===== src/rtl/instruction_fetch_queue_pkg.sv =====
// Shared CPU constants and the fetch queue entry type.
//   XLEN / ILEN        : address and instruction widths
//   NOP_ENCODING       : canonical ADDI x0,x0,0 encoding
//   END_MARKER         : all-zero word used as end-of-program marker
//   PC_STEP            : sequential fetch increment
//   fetch_entry_t      : {pc, instr} record stored in the queue
package instruction_fetch_queue_pkg;
    localparam int XLEN = 64;
    localparam int ILEN = 32;
    localparam logic [ILEN-1:0] NOP_ENCODING = 32'h0000_0013;
    localparam logic [ILEN-1:0] END_MARKER   = 32'h0000_0000;
    localparam logic [XLEN-1:0] PC_STEP      = 64'd4;

    typedef struct packed {
        logic [XLEN-1:0] pc;
        logic [ILEN-1:0] instr;
    } fetch_entry_t;

    function automatic logic is_end_marker(input logic [ILEN-1:0] instr);
        return instr == END_MARKER;
    endfunction
endpackage


===== src/rtl/instruction_fetch_queue_if.sv =====
// Fetch queue bus bundle: redirect from EX, request/response to instruction
// memory, and the valid/ready handshake towards decode.
//   master : the fetch queue side
//   slave  : memory + decode + branch unit side
interface instruction_fetch_queue_if;
    import instruction_fetch_queue_pkg::*;

    logic            redirect;
    logic [XLEN-1:0] redirect_pc;
    logic            req_valid;
    logic            req_ready;
    logic [XLEN-1:0] req_addr;
    logic            resp_valid;
    logic [ILEN-1:0] resp_data;
    logic            out_valid;
    logic            out_ready;
    logic [XLEN-1:0] out_pc;
    logic [ILEN-1:0] out_instr;
    logic            out_nop;

    modport master (
        input  redirect, redirect_pc, req_ready, resp_valid, resp_data, out_ready,
        output req_valid, req_addr, out_valid, out_pc, out_instr, out_nop
    );

    modport slave (
        output redirect, redirect_pc, req_ready, resp_valid, resp_data, out_ready,
        input  req_valid, req_addr, out_valid, out_pc, out_instr, out_nop
    );
endinterface


===== src/rtl/instruction_fetch_queue_fifo.sv =====
// Synchronous FIFO with flush, registered storage and no write-to-read bypass.
//   clk, reset   : clock, synchronous active-high reset
//   flush_i      : empty the FIFO (push in the same cycle is discarded)
//   push_i/wdata_i, pop_i : write / read handshake
//   rdata_o      : head entry, zero while empty
//   valid_o      : FIFO not empty
//   count_o      : number of stored entries
module instruction_fetch_queue_fifo #(
    parameter int WIDTH = 96,
    parameter int DEPTH = 4
) (
    input  logic                       clk,
    input  logic                       reset,
    input  logic                       flush_i,
    input  logic                       push_i,
    input  logic [WIDTH-1:0]           wdata_i,
    input  logic                       pop_i,
    output logic [WIDTH-1:0]           rdata_o,
    output logic                       valid_o,
    output logic [$clog2(DEPTH+1)-1:0] count_o
);
    localparam int AW = $clog2(DEPTH);
    localparam int CW = $clog2(DEPTH+1);

    logic [WIDTH-1:0] mem_q [DEPTH];
    logic [AW-1:0]    rd_ptr_q, wr_ptr_q;
    logic [CW-1:0]    count_q;
    logic             do_push, do_pop;

    assign do_pop  = pop_i && (count_q != '0);
    // A push into a full FIFO is only legal when the head leaves the same cycle.
    assign do_push = push_i && ((count_q != CW'(DEPTH)) || do_pop);

    always_ff @(posedge clk) begin
        if (reset || flush_i) begin
            rd_ptr_q <= '0;
            wr_ptr_q <= '0;
            count_q  <= '0;
        end else begin
            if (do_push) wr_ptr_q <= wr_ptr_q + AW'(1);
            if (do_pop)  rd_ptr_q <= rd_ptr_q + AW'(1);
            count_q <= count_q + CW'(do_push) - CW'(do_pop);
        end
    end

    always_ff @(posedge clk) begin
        if (!reset && !flush_i && do_push) mem_q[wr_ptr_q] <= wdata_i;
    end

    assign valid_o = (count_q != '0);
    assign rdata_o = valid_o ? mem_q[rd_ptr_q] : '0;
    assign count_o = count_q;
endmodule


===== src/rtl/instruction_fetch_queue.sv =====
// Decoupled instruction fetch front end. Issues sequential word fetches to a
// variable-latency memory, buffers returned words with their PCs and hands
// them to decode. A redirect flushes the queue and drops stale responses.
//   clk, reset : clock, synchronous active-high reset
//   bus        : master side of instruction_fetch_queue_if
// Parameters: DEPTH (queue entries = max in-flight, power of two >= 2),
//             RESET_PC (first fetch address).
module instruction_fetch_queue
    import instruction_fetch_queue_pkg::*;
#(
    parameter int              DEPTH    = 4,
    parameter logic [XLEN-1:0] RESET_PC = '0
) (
    input  logic                      clk,
    input  logic                      reset,
    instruction_fetch_queue_if.master bus
);
    localparam int CW = $clog2(DEPTH+1);

    logic [XLEN-1:0] fetch_pc_q, fetch_pc_d;
    logic [XLEN-1:0] resp_pc_q, resp_pc_d;
    logic [CW-1:0]   inflight_q, inflight_d;
    logic [CW-1:0]   drop_q, drop_d;
    logic [CW-1:0]   count;
    logic [CW:0]     credit_used;
    logic            accept, resp_keep, pop;
    fetch_entry_t    head, push_entry;

    // Credit: every outstanding request owns a queue slot, so kept responses
    // always find room.
    assign credit_used   = {1'b0, inflight_q} + {1'b0, count};
    assign bus.req_valid = !reset && !bus.redirect && (credit_used < (CW+1)'(DEPTH));
    assign bus.req_addr  = fetch_pc_q;
    assign accept        = bus.req_valid && bus.req_ready;
    assign resp_keep     = bus.resp_valid && !bus.redirect && (drop_q == '0);
    assign pop           = bus.out_valid && bus.out_ready;
    assign push_entry    = '{pc: resp_pc_q, instr: bus.resp_data};

    always_comb begin
        fetch_pc_d = fetch_pc_q;
        resp_pc_d  = resp_pc_q;
        inflight_d = inflight_q;
        drop_d     = drop_q;
        if (bus.redirect) begin
            // Everything still in flight is stale; a response arriving now
            // is discarded directly, so it is not counted in drop.
            fetch_pc_d = bus.redirect_pc;
            resp_pc_d  = bus.redirect_pc;
            inflight_d = inflight_q - CW'(bus.resp_valid);
            drop_d     = inflight_q - CW'(bus.resp_valid);
        end else begin
            if (accept) fetch_pc_d = fetch_pc_q + PC_STEP;
            inflight_d = inflight_q + CW'(accept) - CW'(bus.resp_valid);
            if (bus.resp_valid) begin
                if (drop_q != '0) drop_d    = drop_q - CW'(1);
                else              resp_pc_d = resp_pc_q + PC_STEP;
            end
        end
    end

    always_ff @(posedge clk) begin
        if (reset) begin
            fetch_pc_q <= RESET_PC;
            resp_pc_q  <= RESET_PC;
            inflight_q <= '0;
            drop_q     <= '0;
        end else begin
            fetch_pc_q <= fetch_pc_d;
            resp_pc_q  <= resp_pc_d;
            inflight_q <= inflight_d;
            drop_q     <= drop_d;
        end
    end

    instruction_fetch_queue_fifo #(
        .WIDTH ($bits(fetch_entry_t)),
        .DEPTH (DEPTH)
    ) u_fifo (
        .clk     (clk),
        .reset   (reset),
        .flush_i (bus.redirect),
        .push_i  (resp_keep),
        .wdata_i (push_entry),
        .pop_i   (pop),
        .rdata_o (head),
        .valid_o (bus.out_valid),
        .count_o (count)
    );

    assign bus.out_pc    = head.pc;
    assign bus.out_instr = head.instr;
    assign bus.out_nop   = bus.out_valid && is_end_marker(head.instr);
endmodule

===== src/flat_wrapper.sv =====
// flat-port wrapper written by rule: the top's interface ports become plain ports
module instruction_fetch_queue_flat import instruction_fetch_queue_pkg::*;
#(
    parameter int              DEPTH    = 4,
    parameter logic [XLEN-1:0] RESET_PC = '0
)
  (clk, reset, bus_redirect, bus_redirect_pc, bus_req_ready, bus_resp_valid, bus_resp_data, bus_out_ready, bus_req_valid, bus_req_addr, bus_out_valid, bus_out_pc, bus_out_instr, bus_out_nop);
  instruction_fetch_queue_if bus_i ();
  input  logic clk;
  input  logic reset;
  input wire logic [$bits(bus_i.redirect)-1:0] bus_redirect;
  input wire logic [$bits(bus_i.redirect_pc)-1:0] bus_redirect_pc;
  input wire logic [$bits(bus_i.req_ready)-1:0] bus_req_ready;
  input wire logic [$bits(bus_i.resp_valid)-1:0] bus_resp_valid;
  input wire logic [$bits(bus_i.resp_data)-1:0] bus_resp_data;
  input wire logic [$bits(bus_i.out_ready)-1:0] bus_out_ready;
  output wire logic [$bits(bus_i.req_valid)-1:0] bus_req_valid;
  output wire logic [$bits(bus_i.req_addr)-1:0] bus_req_addr;
  output wire logic [$bits(bus_i.out_valid)-1:0] bus_out_valid;
  output wire logic [$bits(bus_i.out_pc)-1:0] bus_out_pc;
  output wire logic [$bits(bus_i.out_instr)-1:0] bus_out_instr;
  output wire logic [$bits(bus_i.out_nop)-1:0] bus_out_nop;
  assign bus_i.redirect = bus_redirect;
  assign bus_i.redirect_pc = bus_redirect_pc;
  assign bus_i.req_ready = bus_req_ready;
  assign bus_i.resp_valid = bus_resp_valid;
  assign bus_i.resp_data = bus_resp_data;
  assign bus_i.out_ready = bus_out_ready;
  assign bus_req_valid = bus_i.req_valid;
  assign bus_req_addr = bus_i.req_addr;
  assign bus_out_valid = bus_i.out_valid;
  assign bus_out_pc = bus_i.out_pc;
  assign bus_out_instr = bus_i.out_instr;
  assign bus_out_nop = bus_i.out_nop;
  instruction_fetch_queue #(.DEPTH(DEPTH), .RESET_PC(RESET_PC)) u_core (.clk(clk), .reset(reset), .bus(bus_i));
endmodule

===== config.mk =====
export PLATFORM = sky130hd
export DESIGN_NAME = instruction_fetch_queue_flat
export DESIGN_NICKNAME = d
export VERILOG_FILES = /design/src/rtl/instruction_fetch_queue_pkg.sv /design/src/rtl/instruction_fetch_queue_if.sv /design/src/rtl/instruction_fetch_queue_fifo.sv /design/src/rtl/instruction_fetch_queue.sv /design/src/flat_wrapper.sv
export SDC_FILE = /design/constraint.sdc
export NUM_CORES = 1
export LEC_CHECK = 0
export CAP_MARGIN = 40
export CORE_MARGIN = 5
export CORE_UTILIZATION = 51
export DETAILED_ROUTE_END_ITERATION = 8
export HOLD_SLACK_MARGIN = 0.06
export PLACE_DENSITY = 0.86
export SYNTH_ARGS = -nofsm -noshare
export SYNTH_HDL_FRONTEND = slang
export SYNTH_SLANG_ARGS = --single-unit
export TNS_END_PERCENT = 1

===== constraint.sdc =====
create_clock -name clk -period 4.5 [get_ports clk]
set_input_delay 0.9 -clock clk [delete_from_list [all_inputs] [get_ports clk]]
set_output_delay 0.9 -clock clk [all_outputs]
set_load 0.01 [all_outputs]

==> results.json <==
{
  "clkTransAtPathRegs_ns": 0.06,
  "num_io_pins": 265,
  "rrSetupSlack_ns": 1.47,
  "path_class": "reg -> out",
  "synth_simple_gate_area_share_pct": 13.52,
  "grt_pass1_wl_um": 88760,
  "maxSlewViolCount": 0,
  "synth_top_family_by_area": "simple AND/OR/NAND/NOR gates",
  "worstMarginPinSlew_ns": 0.8558,
  "drt-initial-drc-count": 1287,
  "rr_endpoint": "u_core.u_fifo.mem_q[3][47]$_DFFE_PP_",
  "hold_viol": 0,
  "cts_buffers": 52,
  "mostFrequentLayoutCells": "edfxtp_1 (384), clkdlybuf4s50_1 (262), dfxtp_1 (141), and2_1 (115), nand2_1 (102)",
  "outcome": "finished clean",
  "antenna_found_initial": 2,
  "syn2layout_area_growth_pct": 22.48,
  "wl_um": 58160,
  "synth_edf_count": 384,
  "numPortBuffers": 264,
  "die_h_um": 220.5,
  "crit_required_ns": 3.60,
  "grt_overflow": 0,
  "ys_warn_count": 0,
  "dieArea_sq_um": 48620,
  "synthArstFlopShare_pct": 0,
  "grt_setup_unrepaired": "false",
  "min_path_type": "reg -> reg",
  "post-place-cells": 2417,
  "critPathCapture": "bus_out_nop",
  "h-tree-depth": 2,
  "clock_sinks": 527,
  "power_mw": 10.71,
  "fmax_mhz": 237.2,
  "die_w_um": 220.5,
  "p_per_area_nw_per_um2": 387.0,
  "synth_xor_area_share_pct": 3.062,
  "cap_viol_max_count": 0,
  "setup_tns_ns": 0,
  "r2r_cells": 6,
  "cp_slowest_cell": "clkdlybuf4s50_1",
  "synthMuxAreaShare_pct": 10.03,
  "synth_adder_area_share_pct": 1.008,
  "num_rows": 77,
  "synth.avg_cell_area_sq_um": 13.93,
  "drc": 0,
  "critPathLaunchType": "flip-flop",
  "reg2reg_from": "u_core.drop_q[0]$_SDFFE_PP0P_",
  "via_per_inst": 6.064,
  "whs_ns": 0.4724,
  "synth_seq_area_share_pct": 63.69,
  "vdd_ir_drop_max_mv": 0.2631,
  "crit_buf_inv": 2,
  "synth_area_sq_um": 22600,
  "final_cell_area_sq_um": 27680,
  "cts_hold_buf": 0,
  "fin_crit_ns": 4.215,
  "nets": 1999,
  "fin_worst_skew_ns": 0.02107,
  "end_kind": "output port",
  "layout_commonest_cell": "edfxtp_1",
  "grt_pass1_vias": 15150,
  "worst-path-max-fanout": 13,
  "clock_latency_ns": 0.60,
  "slowest_delay_ns": 0.59,
  "dr.pass1.iters": 5,
  "place_area_sq_um": 25970,
  "synth-compound-area-share_pct": 6.616,
  "grt_usage_pct": 23.67,
  "leakagePower_nw": 8.949,
  "synth_cell_types": 61,
  "synth.net_count": 1742,
  "wl_per_cell_um": 23.10,
  "yosys_most_used_dff": "edfxtp_1",
  "min_period_over_period_pct": 93.68,
  "synthCells": 1623,
  "clockBufferDepth": 3,
  "core_sq_um": 44030,
  "antenna_left": 0,
  "final_layout_size_suffix_gt1_share_pct": 12.43,
  "start_util_pct": 51.33,
  "gp_congestion": 0.9050,
  "instances_no_fill": 2518,
  "cp_top_family": "simple AND/OR/NAND/NOR gates",
  "clock-root-buffer": "clkbuf_16",
  "setup_viol": 0,
  "cp.depth": 6,
  "arrival_ns": 3.32,
  "cts_tree": "done",
  "slew_headroom_pct": 42.51,
  "dpl.hpwl_um": 39340,
  "synth_seq_cells": 527,
  "grt_max_degree": 70,
  "vias": 15270,
  "path_cells": "buf_6 > mux4_2 > nor4_1 > nand4_1 > nor3_1 > clkdlybuf4s50_1"
}
## state kept, by name, indices dropped and copies added (netlist names), named ones only
signal and cells:
u_core.resp_pc_q 64, u_core.drop_q 3, u_core.u_fifo.count_o 3, u_core.u_fifo.rd_ptr_q 2, u_core.u_fifo.wr_ptr_q 2, u_core.inflight_q 3, u_core.u_fifo.mem_q 384, u_core.bus.req_addr 64
## cell usage after synthesis, types with 5 or more instances
cell type	n	area share [%]
nor2_1	83	1.4
clkbuf_1	66	1.1
o22ai_1	7	0.19
nand3_1	55	1.2
mux4_2	96	9.6
buf_1	6	0.10
inv_1	27	0.45
mux2i_1	7	0.31
buf_2	16	0.35
nor3_1	31	0.69
o21a_1	17	0.56
or3_1	18	0.50
a311oi_1	5	0.19
nand4_1	43	1.2
or4_1	7	0.23
a21boi_0	24	0.80
nand2_1	102	1.7
xnor2_1	53	2.1
a21oi_1	37	0.82
nor4_1	17	0.47
dfxtp_1	143	13
and2_1	115	3.2
o21ai_0	49	1.1
a31oi_1	32	0.89
ha_1	15	0.83
xor2_1	26	1.0
o211ai_1	6	0.20
and4_1	18	0.70
a211oi_1	22	0.73
a41oi_1	5	0.19
edfxtp_1	384	51
a22oi_1	8	0.27
and3_1	31	0.86
## area by class of cell
| cell class | count | area, sq um |
|---|---|---|
| antenna | 3 | 7.507 |
| clock buffer | 68 | 1413 |
| clock inverter | 29 | 274.0 |
| fill | 3190 | 16350 |
| inverter | 27 | 103.9 |
| multi-input combinational | 979 | 7761 |
| sequential | 527 | 14400 |
| tap | 592 | 740.7 |
| timing repair buffer | 293 | 2980 |
## worst min path at each step
stage                                         from                                    to  slack [ns]  depth (start not counted)
5_1_grt        u_core.bus.req_addr[1]$_SDFFE_PP0P_   u_core.bus.req_addr[1]$_SDFFE_PP0P_        0.51                          2
3_3_place_gp   u_core.bus.req_addr[1]$_SDFFE_PP0P_   u_core.bus.req_addr[1]$_SDFFE_PP0P_        0.45                          2
4_1_cts        u_core.bus.req_addr[1]$_SDFFE_PP0P_   u_core.bus.req_addr[1]$_SDFFE_PP0P_        0.47                          2
6_report       u_core.bus.req_addr[1]$_SDFFE_PP0P_   u_core.bus.req_addr[1]$_SDFFE_PP0P_        0.47                          2
3_5_place_dp   u_core.bus.req_addr[1]$_SDFFE_PP0P_   u_core.bus.req_addr[1]$_SDFFE_PP0P_        0.46                          2
2_1_floorplan     u_core.resp_pc_q[0]$_SDFFE_PP0P_  u_core.u_fifo.mem_q[0][32]$_DFFE_PP_        0.46                          0
## worst reg2reg max path, cell delays in order, from the launching register on
cell and delay [ns]:
dfxtp_1 0.32, inv_1 0.08, ha_1 0.18, nand3b_1 0.25
nor3_1 0.78, and3_4 0.68, buf_4 0.41
## layer usage
layer,share of wire (%),GRT usage [%],vias up
li1,-,-,6781
met1,42,34.71,7516
met4,2.4,6.574,4
met5,0.036,0,-
met3,10,4.337,116
met2,46,36.96,853
## report_power, final
part / switching, mW / internal, mW / total (mW)
clock: 1.83 / 2.46 / 4.28
sequential: 0.174 / 5.33 / 5.51
combinational: 0.454 / 0.467 / 0.922
## repair_timing
action / in CTS / in global routing
buffers inserted: 1 / 0
endpoints found under the setup margin: 1 / 1
resized for setup: 0 / 1
## metrics by stage
step / setup slack (ns) / utilization (%)
floorplan: 0.1218 / -
detailed placement: 0.5799 / 58.98
global placement: 0.6964 / 58.83
finish: 0.2845 / 62.87
CTS: 0.1058 / 62.85
global route: 0.07315 / 62.85
## logic make-up after synthesis
| kind of cell | Yosys count |
|---|---|
| and+or+nand+nor | 548 |
| DFF | 527 |
| AOI/OAI and AO/OA | 229 |
| buffers and inverters | 117 |
| muxes | 106 |
| xor gates and xnor gates | 79 |
| adders and majority gates | 17 |
No activity file was read; power rests on OpenSTA's default activity.
==> RTL edit 1: new RTL, config.mk and constraints unchanged <==
The package constant `XLEN` goes from 64 to 32.
--- a/src/rtl/instruction_fetch_queue_pkg.sv
+++ b/src/rtl/instruction_fetch_queue_pkg.sv
@@ -5,7 +5,7 @@
 //   PC_STEP            : sequential fetch increment
 //   fetch_entry_t      : {pc, instr} record stored in the queue
 package instruction_fetch_queue_pkg;
-    localparam int XLEN = 64;
+    localparam int XLEN = 32;
     localparam int ILEN = 32;
     localparam logic [ILEN-1:0] NOP_ENCODING = 32'h0000_0013;
     localparam logic [ILEN-1:0] END_MARKER   = 32'h0000_0000;
Interface: changed (resized bus_out_pc, bus_redirect_pc and bus_req_addr); port bits go from 265 to 169. The function was not compared with the original's and may differ.
==> RTL edit 1 against the original RTL <==
  * Sequential power down 37%
  * Synthesized cell count is 41% lower
  * Via count down 42%
  * Worst hold slack barely moved
  * Worst setup slack better by 0.034 ns
  * Sequential cell count shrank 192
  * Power decreased by 36%
  * Wire length decreased by 45%
  * Synthesized area down 38%
  * Design area shrank 37%
  * Maximum frequency increased by 0.81%
  * Critical path type unchanged
  * Highest routed layer is now met4
==> RTL edit 1: results <==
group,metric,value,unit
timing,whs,0.4723,ns
final_layout,nNetsFinal,1222,
cts,root_buffer,"clkbuf_16",
grt,met1_usage,28.99,%
synth,synthTopCellsByArea,"edfxtp_1, dfxtp_1, mux4_2",
timing,max-slew-margin-rel,42.06,%
synth,synth_xor_area_share,2.186,%
drt,top_layer_used,"met4",
drt,viasPerCell,5.877,
power,internal_power,5.401,mW
drt,met1_length,13630,um
grt,antenna_found_initial,0,
drt,wl_met2,14780,um
final_layout,largest_register_ffs,256,
grt,use_met2,32.36,%
synth,synth_compound_area_share,4.978,%
drt,routed_wl,31720,um
synth,ys_seq_area_share,66.09,%
critical_path,reg2regPathDepth,7,
drt,drt_iter0_drc,892,
cts,cts_setup_buffers,0,
power,ir_drop,0.2187,mV
synth,muxShareOfSynthArea,10.88,%
grt,grt_max_degree,60,
synth,synth_common_cells,"edfxtp_1, dfxtp_1, and2_1",
critical_path,ff2ff_setup_slack,1.46,ns
synth,synth_nets,1041,
placement,globalplace.congestion,0.8666,
grt,grt_first_pass_wirelength,49570,um
final_layout,num-fill-cells,1916,
run_status,status,"complete, no violations",
grt,grtUsageMet3,4.434,%
critical_path,arrival,3.28,ns
critical_path,r2r-start,"u_core.u_fifo.count_o[2]",
drt,dr_wl_met3,2673,um
drt,drt-pass1-iter-count,5,
placement,port_buffers,168,
cts,clk_latency,0.51,ns
synth,synth_fa_ha_area_share,1.713,%
synth,synth_cell_types,53,
grt,grt_pass1_vias,8854,
power,p_clk_share,41.3,%
power,p_comb_share,8.1,%
critical_path,crit_fanout,28,
synth,ys.warnings.count,0,
final_layout,drive_gt1_share,13.98,%
placement,post-dp-hpwl,21190,um
timing,fin_skew,0.02024,ns
power,leakagePower,5.698,nW
[RTL edit 1: changes by cell type after synthesis, sizes merged, moves of 16 or more]
cell    unedited run  this run
a21boi            24         6
and2             117        71
clkbuf            66        35
dfxtp            143        79
edfxtp           384       256
mux4              96        64
nand2            102        58
nand3             57        24
nand4             47        22
nor2              83        46
o21ai             49        13
xnor2             53        25
xor2              26        10
[RTL edit 1: kinds of logic after synthesis]
| family | count (synthesis) |
|---|---|
| buffers and inverters | 75 |
| and+or+nand+nor | 314 |
| xor gates and xnor gates | 35 |
| AOI/OAI and AO/OA | 104 |
| DFF | 335 |
| adders and majority gates | 18 |
| muxes | 72 |
[RTL edit 1: layout make-up]
cell class                      count  area (um2)  area share (%)
Antenna cell                        1       2.502         0.01440
Timing Repair Buffer              195        1949           11.22
Inverter                           24       90.09          0.5185
Tap cell                          341       426.7           2.456
Clock buffer                       49        1023           5.891
Sequential cell                   335        9274           53.38
Multi-Input combinational cell    543        4473           25.75
Clock inverter                     13       133.9          0.7706
[RTL edit 1: critical path, cell delays in order, from the launching register on]
cell and delay (ns):
dfxtp_2 0.78, buf_4 0.30, mux4_2 0.32, nor4_1 0.38
nand4_1 0.17, nor3_1 0.23, clkdlybuf4s50_1 0.57
[RTL edit 1: stage by stage]
stage | power [mW] | worst slack (ns) | cell area, um2 | utilization (%) | instances
2_1_floorplan | 3.808 | 1.013 | 14020 | - | 953
3_3_place_gp | 4.088 | 0.7922 | 16190 | 59.89 | 1437
3_5_place_dp | 4.108 | 0.7087 | 16190 | 59.89 | 1437
4_1_cts | 6.945 | 0.1459 | 17340 | 64.17 | 1499
5_1_grt | 7.142 | 0.1346 | 17370 | 64.27 | 1500
6_report | 6.894 | 0.3183 | 17370 | 64.28 | 1501
==> RTL edit 2: new RTL, config.mk and constraints unchanged <==
Made on the original files. Reset style: asynchronous (`reset`), changed in one clocked block. Comments in the files are not updated.
--- a/src/rtl/instruction_fetch_queue.sv
+++ b/src/rtl/instruction_fetch_queue.sv
@@ -58,7 +58,7 @@
         end
     end
 
-    always_ff @(posedge clk) begin
+    always_ff @(posedge clk or posedge reset) begin
         if (reset) begin
             fetch_pc_q <= RESET_PC;
             resp_pc_q  <= RESET_PC;
Function: differs if reset is asserted again (counterexample within 4 cycles, from zero or initial values and one cycle with reset high); with reset held inactive, the same outputs for 4 cycles.
==> RTL edit 2 against the original RTL <==
  * Design area is 1.8% higher
  * Sequential cell count unchanged
  * Core utilization rose by 0.69 points
  * Power grew 8.0%
  * Highest routed layer unchanged
  * Global-route usage up 0.80 points
  * Synthesized area is 1.3% higher
  * Wire length rose by 5.8%
  * Synthesized cell count fell by 4.1%
  * Worst setup slack better by 0.019 ns
==> RTL edit 2: results <==
group,metric,value,unit
synth,synth_compound_area_share,5.093,%
synth,synth_xor_area_share,3.022,%
synth,synth_nets,1675,
final_layout,clkCellAreaFrac,6.290,%
final_layout,stdcell_count,2472,
power,power,11.57,mW
final_layout,n_sequential_cell,527,
power,p_per_area,410.8,nW/um2
drt,wl_met2,29220,um
grt,met1_usage,35.45,%
cts,cts_made_buffers,53,
synth,syn_area_per_cell,14.72,um2
critical_path,arrival,3.30,ns
run_status,status,"complete, no violations",
final_layout,num-multi-input-gates,917,
final_layout,buffers,296,
final_layout,buffer_area_share,10.73,%
final_layout,clkbuf_count,77,
placement,dpl_cell_area,26380,um2
synth,synthTopCellsByArea,"edfxtp_1, dfrtp_1, mux4_2",
final_layout,seq_area,15070,um2
synth,ys_seq_area_share,65.79,%
final_layout,drive_gt1_share,14.28,%
grt,grt_pass1_vias,15199,
synth,synth_cell_types,60,
critical_path,cpPeakStageDelay,0.79,ns
synth,synth_fa_ha_area_share,0.9945,%
timing,max-slew-margin-rel,39.35,%
drt,viasPerCell,6.129,
drt,met1_length,25610,um
drt,drt_iter0_drc,1623,
power,switchingPower,2.883,mW
synth,async_flop_share,25.43,%
drt,wl_per_cell,24.90,um
power,leakagePower,9.565,nW
drt,dr_wl_met3,5486,um
power,pg_clk,4.43,mW
RTL edit 2: cell types whose count changed after synthesis, moves of 22 or more:
cell      delta
o21ai_0     +47
a211oi_1    -22
dfxtp_1    -134
nor2_1      -26
a31oi_1     -22
dfrtp_1    +134
a21boi_0    -24
nand2_1     +27
RTL edit 2: final timing paths:
| check | depth (start not counted) | to | slack, ns | from |
|---|---|---|---|---|
| min in group asynchronous | 3 | u_core.resp_pc_q[27] | 1.12 | reset |
| hold reg to reg | 2 | u_core.u_fifo.wr_ptr_q[1] | 0.51 | u_core.u_fifo.wr_ptr_q[1] |
| setup reg to reg | 9 | u_core.bus.req_addr[5] | 1.56 | u_core.inflight_q[2] |
| max in group asynchronous | 3 | u_core.resp_pc_q[61] | 2.79 | reset |
| hold / removal | 2 | u_core.u_fifo.wr_ptr_q[1] | 0.51 | u_core.u_fifo.wr_ptr_q[1] |
| setup / recovery | 5 | bus_out_nop | 0.30 | register |
